File: src/rtl/cursor_ctrl_multi.sv
// rtl/cursor_ctrl_multi.sv - multi-channel joystick cursor updater with clamp and acceleration
//
// Moves NCH independent cursors one step per rising edge of the rate tick.
// Ports:
//   clk       in   system clock
//   clr_n     in   asynchronous reset, active low
//   tick      in   cursor rate clock (level); rising edge detected internally
//   soft_rst  in   synchronous reinit, wins over a coincident tick edge
//   joy_x/y   in   10*NCH packed joystick samples, channel i at [10i+9:10i]
//   dot_x/y   out  10*NCH packed registered cursor positions
//   moved     out  NCH one-cycle strobes, set when a channel's position changed
module cursor_ctrl_multi #(
    parameter int NCH         = 2,
    parameter int INIT_X      = 204,
    parameter int INIT_Y      = 271,
    parameter int X_LB        = 194,
    parameter int X_UB        = 354,
    parameter int Y_LB        = 71,
    parameter int Y_UB        = 471,
    parameter int LO_FAST     = 150,
    parameter int LO_SLOW     = 400,
    parameter int HI_SLOW     = 600,
    parameter int HI_FAST     = 850,
    parameter int STEP_SLOW   = 10,
    parameter int STEP_FAST   = 20,
    parameter int ACCEL_TICKS = 8
) (
    input  logic                clk,
    input  logic                clr_n,
    input  logic                tick,
    input  logic                soft_rst,
    input  logic [10*NCH-1:0]   joy_x,
    input  logic [10*NCH-1:0]   joy_y,
    output logic [10*NCH-1:0]   dot_x,
    output logic [10*NCH-1:0]   dot_y,
    output logic [NCH-1:0]      moved
);

    localparam int CW = $clog2(ACCEL_TICKS + 1);

    localparam logic [CW-1:0]      ACC_MAX = CW'(ACCEL_TICKS);
    localparam logic [9:0]         LO_F    = 10'(LO_FAST);
    localparam logic [9:0]         LO_S    = 10'(LO_SLOW);
    localparam logic [9:0]         HI_S    = 10'(HI_SLOW);
    localparam logic [9:0]         HI_F    = 10'(HI_FAST);
    localparam logic signed [11:0] SLOW    = 12'(STEP_SLOW);
    localparam logic signed [11:0] FAST1   = 12'(STEP_FAST);
    localparam logic signed [11:0] FAST2   = 12'(2 * STEP_FAST);
    localparam logic signed [11:0] XLB     = 12'(X_LB);
    localparam logic signed [11:0] XUB     = 12'(X_UB);
    localparam logic signed [11:0] YLB     = 12'(Y_LB);
    localparam logic signed [11:0] YUB     = 12'(Y_UB);
    localparam logic [9:0]         IX      = 10'(INIT_X);
    localparam logic [9:0]         IY      = 10'(INIT_Y);

    // Signed step for one axis. low_pos selects whether the low-sample zones
    // push the cursor in the positive direction (X) or negative direction (Y).
    function automatic logic signed [11:0] axis_delta(
        input logic [9:0]         joy,
        input logic signed [11:0] fast,
        input logic               low_pos
    );
        logic signed [11:0] mag;
        logic               low;
        mag = '0;
        low = 1'b0;
        if (joy < LO_F) begin
            mag = fast;
            low = 1'b1;
        end else if (joy < LO_S) begin
            mag = SLOW;
            low = 1'b1;
        end else if (joy > HI_F) begin
            mag = fast;
        end else if (joy > HI_S) begin
            mag = SLOW;
        end
        return (low == low_pos) ? mag : -mag;
    endfunction

    function automatic logic [9:0] clamp(
        input logic signed [11:0] s,
        input logic signed [11:0] lb,
        input logic signed [11:0] ub
    );
        logic signed [11:0] r;
        r = s;
        if (s < lb) r = lb;
        else if (s > ub) r = ub;
        return r[9:0];
    endfunction

    function automatic logic in_fast(input logic [9:0] joy);
        return (joy < LO_F) || (joy > HI_F);
    endfunction

    logic tick_q;
    logic ev;

    // tick_q resets high so a tick already high at release is not an edge.
    assign ev = tick & ~tick_q;

    always_ff @(posedge clk or negedge clr_n) begin
        if (!clr_n) begin
            tick_q <= 1'b1;
        end else if (soft_rst) begin
            tick_q <= 1'b1;
        end else begin
            tick_q <= tick;
        end
    end

    for (genvar g = 0; g < NCH; g++) begin : g_ch
        logic [9:0]         dot_x_q, dot_x_d;
        logic [9:0]         dot_y_q, dot_y_d;
        logic [CW-1:0]      hold_q, hold_d;
        logic               moved_q, moved_d;
        logic [9:0]         jx, jy;
        logic signed [11:0] f_step;
        logic [9:0]         nx, ny;

        assign jx = joy_x[10*g +: 10];
        assign jy = joy_y[10*g +: 10];

        // Boost is chosen from the counter value before this event's increment.
        assign f_step = (hold_q == ACC_MAX) ? FAST2 : FAST1;

        // 12-bit signed sum keeps headroom so the clamp never sees a wrapped value.
        assign nx = clamp($signed({2'b00, dot_x_q}) + axis_delta(jx, f_step, 1'b1), XLB, XUB);
        assign ny = clamp($signed({2'b00, dot_y_q}) + axis_delta(jy, f_step, 1'b0), YLB, YUB);

        always_comb begin
            dot_x_d = dot_x_q;
            dot_y_d = dot_y_q;
            hold_d  = hold_q;
            moved_d = 1'b0;
            if (ev) begin
                dot_x_d = nx;
                dot_y_d = ny;
                moved_d = (nx != dot_x_q) || (ny != dot_y_q);
                if (in_fast(jx) || in_fast(jy)) begin
                    hold_d = (hold_q == ACC_MAX) ? hold_q : hold_q + CW'(1);
                end else begin
                    hold_d = '0;
                end
            end
        end

        always_ff @(posedge clk or negedge clr_n) begin
            if (!clr_n) begin
                dot_x_q <= IX;
                dot_y_q <= IY;
                hold_q  <= '0;
                moved_q <= 1'b0;
            end else if (soft_rst) begin
                dot_x_q <= IX;
                dot_y_q <= IY;
                hold_q  <= '0;
                moved_q <= 1'b0;
            end else begin
                dot_x_q <= dot_x_d;
                dot_y_q <= dot_y_d;
                hold_q  <= hold_d;
                moved_q <= moved_d;
            end
        end

        assign dot_x[10*g +: 10] = dot_x_q;
        assign dot_y[10*g +: 10] = dot_y_q;
        assign moved[g]          = moved_q;
    end

endmodule

File: config.mk
export PLATFORM = sky130hd
export DESIGN_NAME = cursor_ctrl_multi
export DESIGN_NICKNAME = d
export VERILOG_FILES = /design/src/rtl/cursor_ctrl_multi.sv
export SDC_FILE = /design/constraint.sdc
export NUM_CORES = 1
export LEC_CHECK = 0
export CAP_MARGIN = 20
export CORE_MARGIN = 2
export CORE_UTILIZATION = 54
export DETAILED_ROUTE_END_ITERATION = 12
export MAX_ROUTING_LAYER = met4
export PLACE_DENSITY = 0.86
export SLEW_MARGIN = 25
export SYNTH_ARGS = -nofsm -noshare
export SYNTH_HDL_FRONTEND = slang
export SYNTH_SLANG_ARGS = --single-unit
File: constraint.sdc
create_clock -name clk -period 5.5 [get_ports clk]
set_input_delay 0.825 -clock clk [delete_from_list [all_inputs] [get_ports clk]]
set_output_delay 0.825 -clock clk [all_outputs]
set_load 0.01 [all_outputs]
## After elaboration in Yosys (flattened, before gate mapping)

Cells that the tools add are included.
Widths: inputs -> output; s select.

- Register bits after elaboration: 51
- Input port bits: 44
- Output and inout bits: 42
- Word-level logic and storage cells: 123

- Add/subtract/negate cells: 10
- $lt $le $gt $ge: 24
- Equal/unequal tests: 8
- Muxes and demuxes: 59
- Bitwise operators: 2
- Reduce and logical (&&, ||, !) cells: 11

Operator list:

| cell | number |
|---|---|
| $mux 10 | 16 |
| $gt 10x10->1 const B | 8 |
| $mux 6 | 13 |
| $mux 12 | 5 |
| $add 11x12->12 | 4 |
| $gt 12x10->1 const B | 4 |
| $mux 4 | 12 |
| $neg 12->12 | 4 |
| $lt 10x8->1 const B | 4 |
| $lt 10x9->1 const B | 4 |
| $ne 10x10->1 | 4 |
| $lt 12x8->1 const B | 2 |
| $lt 12x9->1 const B | 2 |
| $mux 1 | 13 |
| $add 4x1->4 const B | 2 |
| $eq 4x4->1 const B | 2 |
| $logic_or 1x1->1 | 8 |
| $ne 3x3->1 const B | 2 |
| $reduce_and 2->1 | 2 |
| $reduce_bool 2->1 | 1 |
| $and 1x1->1 | 1 |
| $not 1->1 | 1 |

## Depth between registers and ports, before layout

- Depth after elaboration: 15
- Depth in mapped cells: 25
- Gate-level depth less buffers: 24

## Least setup slack after synthesis

No wires, ideal clock.

- Kind: in2reg
- From: in joy_x[9]
- To: reg g_ch[0].moved_q
- Library setup time: 0.124 ns
- Arrival time: 5.280 ns
- Data required time: 5.376 ns
- Slack: 0.096 ns
- Stages on the path: 25
- Path buffers: 1
- Cells stage by stage: buf_4 nand2_1 o21ai_0 a21boi_0 o21a_1 o21a_1 nor2_1 nor2_1 nor2_1 inv_1 ha_1 and3_1 ha_1 mux2_2 ha_1 a21o_1 a21oi_1 a21oi_1 o41ai_4 nor4b_2 and4_1 xnor2_1 or4_1 nand4bb_1 o31a_1

- Word-level cells in the longest chain between the ends: 15
- Elaborated cells between the ends (all ways): 21
- Classes of those cells: add/sub (2); order compare (6); eq/ne (1); mux (11); reduce/logical (1)

Ends and longest elaborated chain:

| item | RTL line | RTL |
|---|---|---|
| from (decl) | 32 | `input logic [10*NCH-1:0] joy_x,` |
| $gt 10x10->1 | 75 | `end else if (joy > HI_S) begin` |
| $mux 4 | 75 |  |
| $mux 6 | 73 | `end else if (joy > HI_F) begin` |
| $mux 6 | 70 | `end else if (joy < LO_S) begin` |
| $mux 12 | 67 | `if (joy < LO_F) begin` |
| $neg 12->12 | 78 | `return (low == low_pos) ? mag : -mag;` |
| $mux 12 (*) | 78 |  |
| $add 11x12->12 (*) | 129 | `assign nx = clamp($signed({2'b00, dot_x_q}) + axis_delta(jx, f_step, 1'b1), XLB, XUB);` |
| $gt 12x10->1 | 89 | `else if (s > ub) r = ub;` |
| $mux 10 | 89 |  |
| $mux 10 (*) | 88 | `if (s < lb) r = lb;` |
| $ne 10x10->1 (*) | 140 | `moved_d = (nx != dot_x_q) \|\| (ny != dot_y_q);` |
| $logic_or 1x1->1 (*) | 140 |  |
| $mux 1 (*) | 137 | `if (ev) begin` |
| $mux 1 (*) | 155 | `end else if (soft_rst) begin` |
| to (signal assigned) | 164 | `moved_q <= moved_d;` |
| to (decl) | 117 | `logic moved_q, moved_d;` |

Every way passes the cells marked *; elsewhere a longest branch is shown, timed or not.
A chain may end at the register's enable or synchronous reset.

## Worst setup path after layout

- From: in joy_y[5]
- To: reg g_ch[0].moved_q

- Word-level cells in the longest chain between the ends: 15
- Elaborated cells between the ends (all ways): 21
- Classes of those cells: add/sub (2); order compare (6); eq/ne (1); mux (11); reduce/logical (1)

Ends and longest elaborated chain:

| item | RTL line | RTL |
|---|---|---|
| from (decl) | 33 | `input logic [10*NCH-1:0] joy_y,` |
| $gt 10x10->1 | 75 |  |
| $mux 4 | 75 |  |
| $mux 6 | 73 |  |
| $mux 6 | 70 |  |
| $mux 6 | 67 |  |
| $neg 12->12 | 78 |  |
| $mux 12 (*) | 78 |  |
| $add 11x12->12 (*) | 130 | `assign ny = clamp($signed({2'b00, dot_y_q}) + axis_delta(jy, f_step, 1'b0), YLB, YUB);` |
| $gt 12x10->1 | 89 |  |
| $mux 10 | 89 |  |
| $mux 10 (*) | 88 |  |
| $ne 10x10->1 (*) | 140 |  |
| $logic_or 1x1->1 (*) | 140 |  |
| $mux 1 (*) | 137 |  |
| $mux 1 (*) | 155 |  |

Marked as above.

==> summary.txt <==
Timing
  • Worst Max-Slew Pin Slew: 0.787 ns
  • Clk_skew: 0.00481 ns
  • Final setup margin: 0.173 ns
  • Worst slew margin: 47.5%
  • FMAX: 188 MHz
  • Tmin final: 5.33 ns
  • Setup violators final: 0
  • Final hold violation count: 0
  • Max-slew violations: 0
  • Final critical-path share of the clock period: 96.8%

Worst setup path
  • Worst Path Arrival: 5.51 ns
  • Largest stage delay, worst path: 0.52 ns
  • Depth of the worst register-to-register path: 22
  • CP cell instances: clkdlybuf4s50_1, nor4b_2, a41oi_1, a21oi_1, nor2b_1, and2_4, nor2_1, or3_1, ha_1, nand2_1, nand2_1, ha_4, buf_4, a211o_1, buf_4, o21a_1, a221oi_1, o211ai_2, o211a_4, buf_4, nand2_1, a32o_1, nand4_1, o31a_1
  • Critical path class: input pin to register
  • CP max FO: 11
  • Reg-to-Reg Start: g_ch[0].hold_q[1]$_DFFE_PN0P_
  • Setup crit start kind: input pin
  • R2R Path End: g_ch[0].moved_q$_DFF_PN0_
  • Slowest CP cell: clkdlybuf4s50_1
  • Worst Path Buf+Inv: 4
  • CP delay by family, top: compound AO/OA/AOI/OAI gates
  • Critical path required time: 5.68 ns
  • R2R Setup Slk: 0.85 ns
  • CP endpoint kind: register

Cells and area
  • # nets final: 1096
  • # diodes: 0
  • Synth-to-layout area growth: 37.3%
  • Fin cells: 1146
  • Layout cells sized above 1: 24.5%

Logic synthesis
  • Synth top cells by count: nor2_1, nand2_1, inv_1
  • Most numerous cell in the Yosys netlist: nor2_1
  • Cell taking the most area after synthesis: dfrtp_1
  • Sequential fraction of the synthesis area: 20.7%
  • Synth Cell Area: 6290 µm²
  • Syn Area/Cell: 7.84 µm²
  • Synth Register Bits: 51
  • Area contributors post-synth: dfrtp_1, ha_1, dfstp_2
  • Post-Syn Nets: 897
  • Area share of the largest cell type after synthesis: 12.7%
  • Yosys cell types: 99
  • Cells after synthesis: 803
  • Synth warnings: 0
  • Ys async rst share: 100%
  • Post-synth EDFFs: 0
  • Primary FF master, synth: dfrtp_1

Clock tree
  • Worst-skew pair later-pin latency: 0.29 ns
  • CTS max path bufs: 2
  • CTS sink cnt: 51
  • CTS Root Cell: clkbuf_16
  • Num CTS Buffers: 5
  • CTS H-tree lvls: 2
  • Clk pin slew, worst setup/hold paths: 0.07 ns
  • CTS tree: done

Placement
  • DP HPWL: 13700 µm
  • Placer Congestion: 0.960
  • Buffers on Ports: 85
  • Pre-CTS worst setup slack: -0.469 ns
  • Post-Place Cells: 1132

Floorplan
  • Core ar.: 11400 µm²
  • Rows: 39
  • Starting density of the core: 55.1%
  • Die X: 112 µm
  • Die Span Y: 112 µm
  • Die area: 12500 µm²
  • Io pins: 86

Routing
  • Starting DRC count in detailed routing: 607
  • Wire per inst: 17.0 µm
  • Via density: 6.30
  • Drt drc: 0
  • Drt first pass iters: 5
  • DRT antenna net count: 0
  • Via Count: 7215
  • Drt total wl: 19500 µm

Global route
  • Largest net degree at the start of global routing: 52
  • Grt ovf: 0
  • GRT Total Usage: 29.4%
  • Initial antenna violation count: 0
  • Vias in the first global route: 6654
  • First-pass GRT wire length: 30600 µm

Worst hold path
  • Hold path start: g_ch[0].hold_q[3]$_DFFE_PN0P_
  • Tightest Hold Check Type: register to register
  • Worst Hold Path EP: g_ch[0].hold_q[3]$_DFFE_PN0P_
  • Hold Path Depth: 1

Run
  • Max-Cap Viols: 0

Pwr
  • P per Cell Area: 211 nW/µm²
  • Max IR drop VDD: 170 µV
  • Static leakage: 0.00389 µW

Outcome
  • Status: finished clean
power by group:
part / switching (µW) / internal, µW
clock network: 145 / 171
logic: 563 / 523
registers: 25.9 / 395
total: 734 / 1090
per-layer routing:
metal | track usage [%] | part of all wire [%] | up-vias
met3 | 2.99 | 5.7 | 51
met2 | 49.4 | 49 | 302
met1 | 38.7 | 43 | 3456
met4 | 6.91 | 2.2 | 0
li1 | - | - | 3406
met5 | - | 0 | -
worst max-delay path by stage:
stage | start | to | slack, ns | cells after the start
final | joy_y[5] | g_ch[0].moved_q$_DFF_PN0_ | 0.17 | 24
after CTS | joy_x[10] | g_ch[1].moved_q$_DFF_PN0_ | 0.01 | 25
after floorplan | joy_x[9] | g_ch[0].moved_q$_DFF_PN0_ | 0.1 | 25
after global placement | joy_x[6] | g_ch[0].moved_q$_DFF_PN0_ | -0.33 | 25
after global routing | joy_y[4] | g_ch[0].moved_q$_DFF_PN0_ | -0.07 | 22
after detailed placement | joy_x[6] | g_ch[0].moved_q$_DFF_PN0_ | -0.47 | 25
logic make-up after synthesis:
logic type | Yosys count | share of synthesized area (%)
compound gates | 274 | 31.7
xor+xnor | 42 | 5.85
fa+ha+maj | 50 | 10.4
buf+inv | 76 | 5.05
flops | 51 | 20.7
mux | 10 | 1.73
simple gates | 300 | 24.6
worst register-to-register path, cell delays in order, from the launching register on:
cell	delay, ns
dfrtp_1	0.43
inv_1	0.08
ha_1	0.18
nand2_1	0.08
nor2_1	0.04
buf_4	0.17
nor2_1	0.15
inv_1	0.06
ha_2	0.18
and3_1	0.15
ha_1	0.28
mux2_4	0.29
ha_4	0.28
a21o_1	0.19
a21oi_2	0.20
a21oi_2	0.12
o41ai_4	0.34
nor4b_2	0.09
and4_4	0.21
xnor2_1	0.13
or4_1	0.46
nand4bb_1	0.19
o31a_1	0.24
cells in the final DEF (no fill, tap or decap), types with 7 or more instances in the layout:
master / netlist / final
a21o_1: 16 / 16
xnor2_1: 21 / 19
buf_4: 3 / 131
dfrtp_1: 32 / 32
a21oi_1: 51 / 46
inv_1: 52 / 50
nor2b_1: 18 / 16
ha_1: 46 / 42
o22ai_1: 9 / 8
nor3_1: 17 / 16
dfstp_2: 19 / 19
o21ai_0: 43 / 38
or2_2: 9 / 9
nor2_1: 78 / 78
nand3_1: 17 / 15
and2_1: 9 / 8
o21ai_1: 5 / 7
a211o_1: 12 / 12
o31ai_1: 10 / 9
xor2_1: 21 / 21
or3_1: 7 / 7
nand4_1: 10 / 10
dlymetal6s2s_1: 0 / 14
nand2b_1: 17 / 16
o211ai_1: 10 / 10
a31oi_1: 12 / 11
clkdlybuf4s50_1: 0 / 70
nand2_1: 72 / 72
a21oi_2: 3 / 8
o21a_1: 12 / 12
final cells by class:
type	instances	area, µm²
flip-flops and latches	51	1300
multi-input cells	676	4950
well taps	143	179
clock buffers	6	129
inverters	52	195
repair buffers	216	1860
fillers	766	2780
clock inverters	2	16.3
state kept, by name (all words and copies together) (netlist names):
signal,flops
g_ch.dot_x_q,20
g_ch.dot_y_q,20
g_ch.hold_q,8
g_ch.moved_q,2
tick_q,1
per-stage QoR:
step | power (µW) | setup TNS (ns) | utilization [%] | hold slack (ns) | instance area, µm²
2_1_floorplan | 1020 | 0 | - | 0.450 | 6290
3_3_place_gp | 1380 | -0.597 | 71.2 | 0.472 | 8140
3_5_place_dp | 1400 | -1.03 | 71.2 | 0.483 | 8140
4_1_cts | 1740 | 0 | 73.2 | 0.495 | 8360
5_1_grt | 1930 | -0.120 | 75.7 | 0.533 | 8640
6_report | 1820 | 0 | 75.7 | 0.495 | 8640
what timing repair did:
action | in CTS | in global routing
hold buffers | 0 | 0
gates cloned | 0 | 0
pin swaps | 8 | 33
setup buffers | 2 | 4
resized for setup | 14 | 62
setup endpoints to repair | 2 | 5
Power figures use the tool's default switching activity.
